## src/rtl/squant_ser.sv

```systemverilog
// Accumulator-row quantiser/serialiser feeding the sbuf result write port.
// Optional macro SQUANT_RELU_EN adds a relu input that clamps negative results to zero.
module squant_ser #(
   parameter int LANES  = 4,
   parameter int LIDX_W = 4
) (
   input  logic                  clk,
   input  logic                  rst,
   input  logic [LANES*32-1:0]   acc_in,
   input  logic                  acc_valid,
   input  logic [4:0]            shift,
   input  logic                  ovf_clr,
`ifdef SQUANT_RELU_EN
   input  logic                  relu,
`endif
   output logic                  busy,
   output logic [15:0]           s_out,
   output logic                  sat,
   output logic                  sw,
   output logic                  ovf
);

   localparam logic [0:0] IDLE = 1'b0;
   localparam logic [0:0] RUN  = 1'b1;

   logic [0:0]        state_q;
   logic [LIDX_W-1:0] idx_q;
   logic [31:0]       lanes_q [LANES];
   logic [4:0]        shift_q;
   logic              relu_q;

   logic              last;
   logic              capture;
   logic              overrun;
   logic [31:0]       lane;
   logic signed [32:0] ext;
   logic signed [32:0] rnd;
   logic signed [32:0] sum;
   logic signed [32:0] res;
   logic [15:0]       q_val;
   logic              q_sat;

   assign last    = (idx_q == LIDX_W'(LANES - 1));
   assign capture = acc_valid && ((state_q == IDLE) || last);
   assign overrun = acc_valid && (state_q == RUN) && !last;
   assign busy    = (state_q == RUN);

`ifdef SQUANT_RELU_EN
   logic relu_in;
   assign relu_in = relu;
`else
   logic relu_in;
   assign relu_in = 1'b0;
`endif

   always_comb begin
      lane = '0;
      for (int i = 0; i < LANES; i++) begin
         if (idx_q == LIDX_W'(i)) lane = lanes_q[i];
      end
   end

   // Round half up, arithmetic shift, then clip into the signed 16-bit range.
   always_comb begin
      ext = {lane[31], lane};
      rnd = '0;
      if (shift_q != 5'd0) rnd = 33'sd1 <<< (shift_q - 5'd1);
      sum = ext + rnd;
      res = sum >>> shift_q;
      q_val = res[15:0];
      q_sat = 1'b0;
      if (res > 33'sd32767) begin
         q_val = 16'h7FFF;
         q_sat = 1'b1;
      end else if (relu_q && res[32]) begin
         q_val = 16'h0000;
      end else if (res < -33'sd32768) begin
         q_val = 16'h8000;
         q_sat = 1'b1;
      end
   end

   always_ff @(posedge clk) begin
      if (rst) begin
         state_q <= IDLE;
         idx_q   <= '0;
         shift_q <= '0;
         relu_q  <= 1'b0;
         for (int i = 0; i < LANES; i++) lanes_q[i] <= '0;
         s_out   <= '0;
         sat     <= 1'b0;
         sw      <= 1'b0;
         ovf     <= 1'b0;
      end else begin
         if (capture) begin
            for (int i = 0; i < LANES; i++) lanes_q[i] <= acc_in[32*i +: 32];
            shift_q <= shift;
            relu_q  <= relu_in;
            idx_q   <= '0;
            state_q <= RUN;
         end else if (state_q == RUN) begin
            if (last) begin
               state_q <= IDLE;
               idx_q   <= '0;
            end else begin
               idx_q <= idx_q + 1'b1;
            end
         end

         if (overrun) ovf <= 1'b1;
         else if (ovf_clr) ovf <= 1'b0;

         // Output registers only move while a lane is being emitted.
         sw <= (state_q == RUN);
         if (state_q == RUN) begin
            s_out <= q_val;
            sat   <= q_sat;
         end
      end
   end

endmodule
```

## config.mk

```make
export PLATFORM = sky130hd
export DESIGN_NAME = squant_ser
export DESIGN_NICKNAME = d
export VERILOG_FILES = /design/src/rtl/squant_ser.sv
export SDC_FILE = /design/constraint.sdc
export NUM_CORES = 1
export LEC_CHECK = 0
export ABC_AREA = 1
export CORE_ASPECT_RATIO = 1.75
export CORE_UTILIZATION = 50
export CTS_BUF_LIST = sky130_fd_sc_hd__clkbuf_8
export CTS_CLUSTER_DIAMETER = 30
export DETAILED_ROUTE_END_ITERATION = 8
export DONT_BUFFER_PORTS = 1
export HOLD_SLACK_MARGIN = 0.15
export PLACE_DENSITY = 0.76
export SLEW_MARGIN = 10
export SYNTH_ARGS = -nofsm -noshare
export SYNTH_HDL_FRONTEND = slang
export SYNTH_SLANG_ARGS = --single-unit
export TNS_END_PERCENT = 5
```

## constraint.sdc

```tcl
create_clock -name clk -period 8.9 [get_ports clk]
set_clock_uncertainty 0.2 [all_clocks]
set_input_delay 0.89 -clock clk [delete_from_list [all_inputs] [get_ports clk]]
set_output_delay 0.89 -clock clk [all_outputs]
set_load 0.05 [all_outputs]
```

==> impl_metrics.ini <==
[yosys]
synth_cell_type_count = 48
yosysMostFrequentCell = nand2_1
synth_area_leaders = edfxtp_1 31%, nand2_1 15%, nand3_1 11%
yosysTopAreaCellShare = 0.311
synth_edf_count = 128
synthTopCellsByCount = 495 x nand2_1, 301 x inv_1, 270 x nand3_1, 255 x nor2_1, 128 x edfxtp_1
syn_inst = 1860
synthArstFlopShare = 0
synth-seq-area-share = 0.358
syn-cell-area_um2 = 12400
synthFlopType = edfxtp_1
syn-num-nets = 2034
yosys_warnings = 0
synth_area_per_cell_um2 = 6.65
synth_seq_cells = 157
synth_top_area_cell = edfxtp_1

[global_route]
first_global_vias = 11200
antenna_found_initial = 0
overflow = 0
grt_pass1_wl_mm = 57.8
grt_max_degree = 101
grt_use_total = 0.302

[timing]
tightest_slew_ns = 0.929
fin_ws_ns = 2.79
final.min_clock_period_ns = 6.11
fmax_ghz = 0.164
finalCritPeriodShare = 0.686
final-max-slew-violation-count = 0
holdWs_ns = 0.274
rsz0062_at_grt = false
finalHoldViolCount = 0
max_slew_margin = 0.380
tns_ns = 0
finalSetupViolCount = 0

[cts]
tritoncts = built
root_buffer = clkbuf_8
clkLatencyLatePin_ns = 0.48
cts_resized = 0
cts_hold_repair.buffers = 0
clkSinkCount = 157
clkTransAtPathRegs_ns = 0.09
cts_setup_buffers = 0
htree_levels = 4
tritoncts.num_buffers = 17
clock_path_buffers = 2

[run]
cap_violations = 0

[critical_path]
critical_path_class = reg2reg
critPathMaxStageDelay_ns = 0.45
worst_setup_path_end_kind = flip-flop
worst_setup_path_start_kind = flip-flop
cp_slowest_cell = nand2_1
cp.arrival_ns = 6.28
cp_max_fo = 32
r2r_cells = 29
crit_required_ns = 9.07
crit_path_frequent_cell = nand2_1

[drt]
vias_per_cell = 5.53
highest_layer = met4
wl_per_cell_um = 17.4
drt-initial-drc-count = 1018
drt_wl_total_mm = 37.2
drc = 0
vias = 11800
first_pass_iters = 5
wl_met3_mm = 1.54
m1WireLength_mm = 13.4
drt.antenna.violating_nets = 0
wl_met2_mm = 19.6

[placement]
gp_congestion = 1.01
dp.cells = 2106
io_buffers = 0
pre_cts_slack_ns = 2.89
dp_hpwl_mm = 29.1
placed_cell_area_um2 = 12600

[final_layout]
fill_cells = 2401
areaGrowthSynthToFinish_pct = 4.34
drive_gt1_frac = 0.0667
final_core_utilization = 0.535
fin_area_um2 = 12900
nets = 1991
fin_cells = 2139

[floorplan]
die_width_um = 121
core_um2 = 24100
io-pin-count = 157
rows = 75
die_y_um = 210
die_area_um2 = 25400
initial_utilization = 0.513

[worst_hold_path]
min_path_type = in2reg
holdPathStages = 1

[power]
ir_drop_uv = 144
leakage_nw = 6.59
power_mw = 1.95
power.density_nw_per_um2 = 151

[outcome]
status = complete, no violations
-- power by group --
group          switching [mW]  internal [mW]
logic                   0.414          0.169
registers              0.0477          0.853
clock network           0.273          0.191
total                   0.735           1.21
-- cells in the final DEF (no fill, tap or decap), types with 5 or more instances in the layout --
cell        n
buf_4      20
o31ai_1    21
o21ai_0    42
clkbuf_8   17
nand2_2    16
nand3_2    21
a221oi_1   30
nor2_1    255
nand2_1   495
a21oi_2    13
o211ai_1    5
nand3_1   269
nand4_1     9
dfxtp_1    29
nor2_2      8
o22ai_1     6
clkinv_1    8
inv_1     304
a21oi_1    39
xor2_1      8
ha_1       36
edfxtp_1  128
-- worst paths after layout --
| check | start | endpoint | slack (ns) |
|---|---|---|---|
| max reg2reg | idx_q[0]$_SDFFE_PP0P_ | s_out[0]$_SDFFE_PP0P_ | 2.79 |
| min | rst | ovf$_SDFFE_PP0P_ | 0.27 |
| min reg2reg | idx_q[0]$_SDFFE_PP0P_ | idx_q[0]$_SDFFE_PP0P_ | 0.37 |
| max | idx_q[0]$_SDFFE_PP0P_ | s_out[0]$_SDFFE_PP0P_ | 2.79 |
-- kinds of logic (layout without fill, tap and decap cells) --
logic type                 after synthesis  after routing  synth area share
AOI/OAI and AO/OA                      166            166            0.0878
and+or+nand+nor                       1095           1095             0.384
other                                    1              2          0.000303
adders and majority gates               37             37            0.0380
DFF                                    157            157             0.358
xor gates and xnor gates                11             11           0.00779
buffers and inverters                  393            363             0.124
-- registers in the layout (all words and copies together), names as in the netlist --
name	count
lanes_q	128
s_out	16
shift_q	5
idx_q	4
busy	1
ovf	1
sat	1
sw	1
-- layer usage --
metal,global-route usage,vias to the layer above
li1,-,5892
met1,0.311,5387
met2,0.547,418
met3,0.0441,130
met4,0.218,0
met5,0,-
-- worst max-delay path, delay by kind of cell (launching register included) --
| family | cells | cell delay (ns) |
|---|---|---|
| flops | 1 | 0.36 |
| xor+xnor | 1 | 0.26 |
| simple gates | 19 | 2.76 |
| compound gates | 2 | 0.51 |
| fa+ha+maj | 3 | 0.92 |
| buf+inv | 4 | 0.94 |
-- layout make-up --
type	count	area (um2)	share of cell area
antenna	1	2.50	0.000194
clock buffer	17	234	0.0181
clock inverter	15	101	0.00786
inverter	311	1170	0.0907
multi-input combinational	1310	6430	0.499
sequential	157	4420	0.343
tap	308	385	0.0299
timing repair buffer	20	150	0.0116
(Power assumes the default switching activity.)
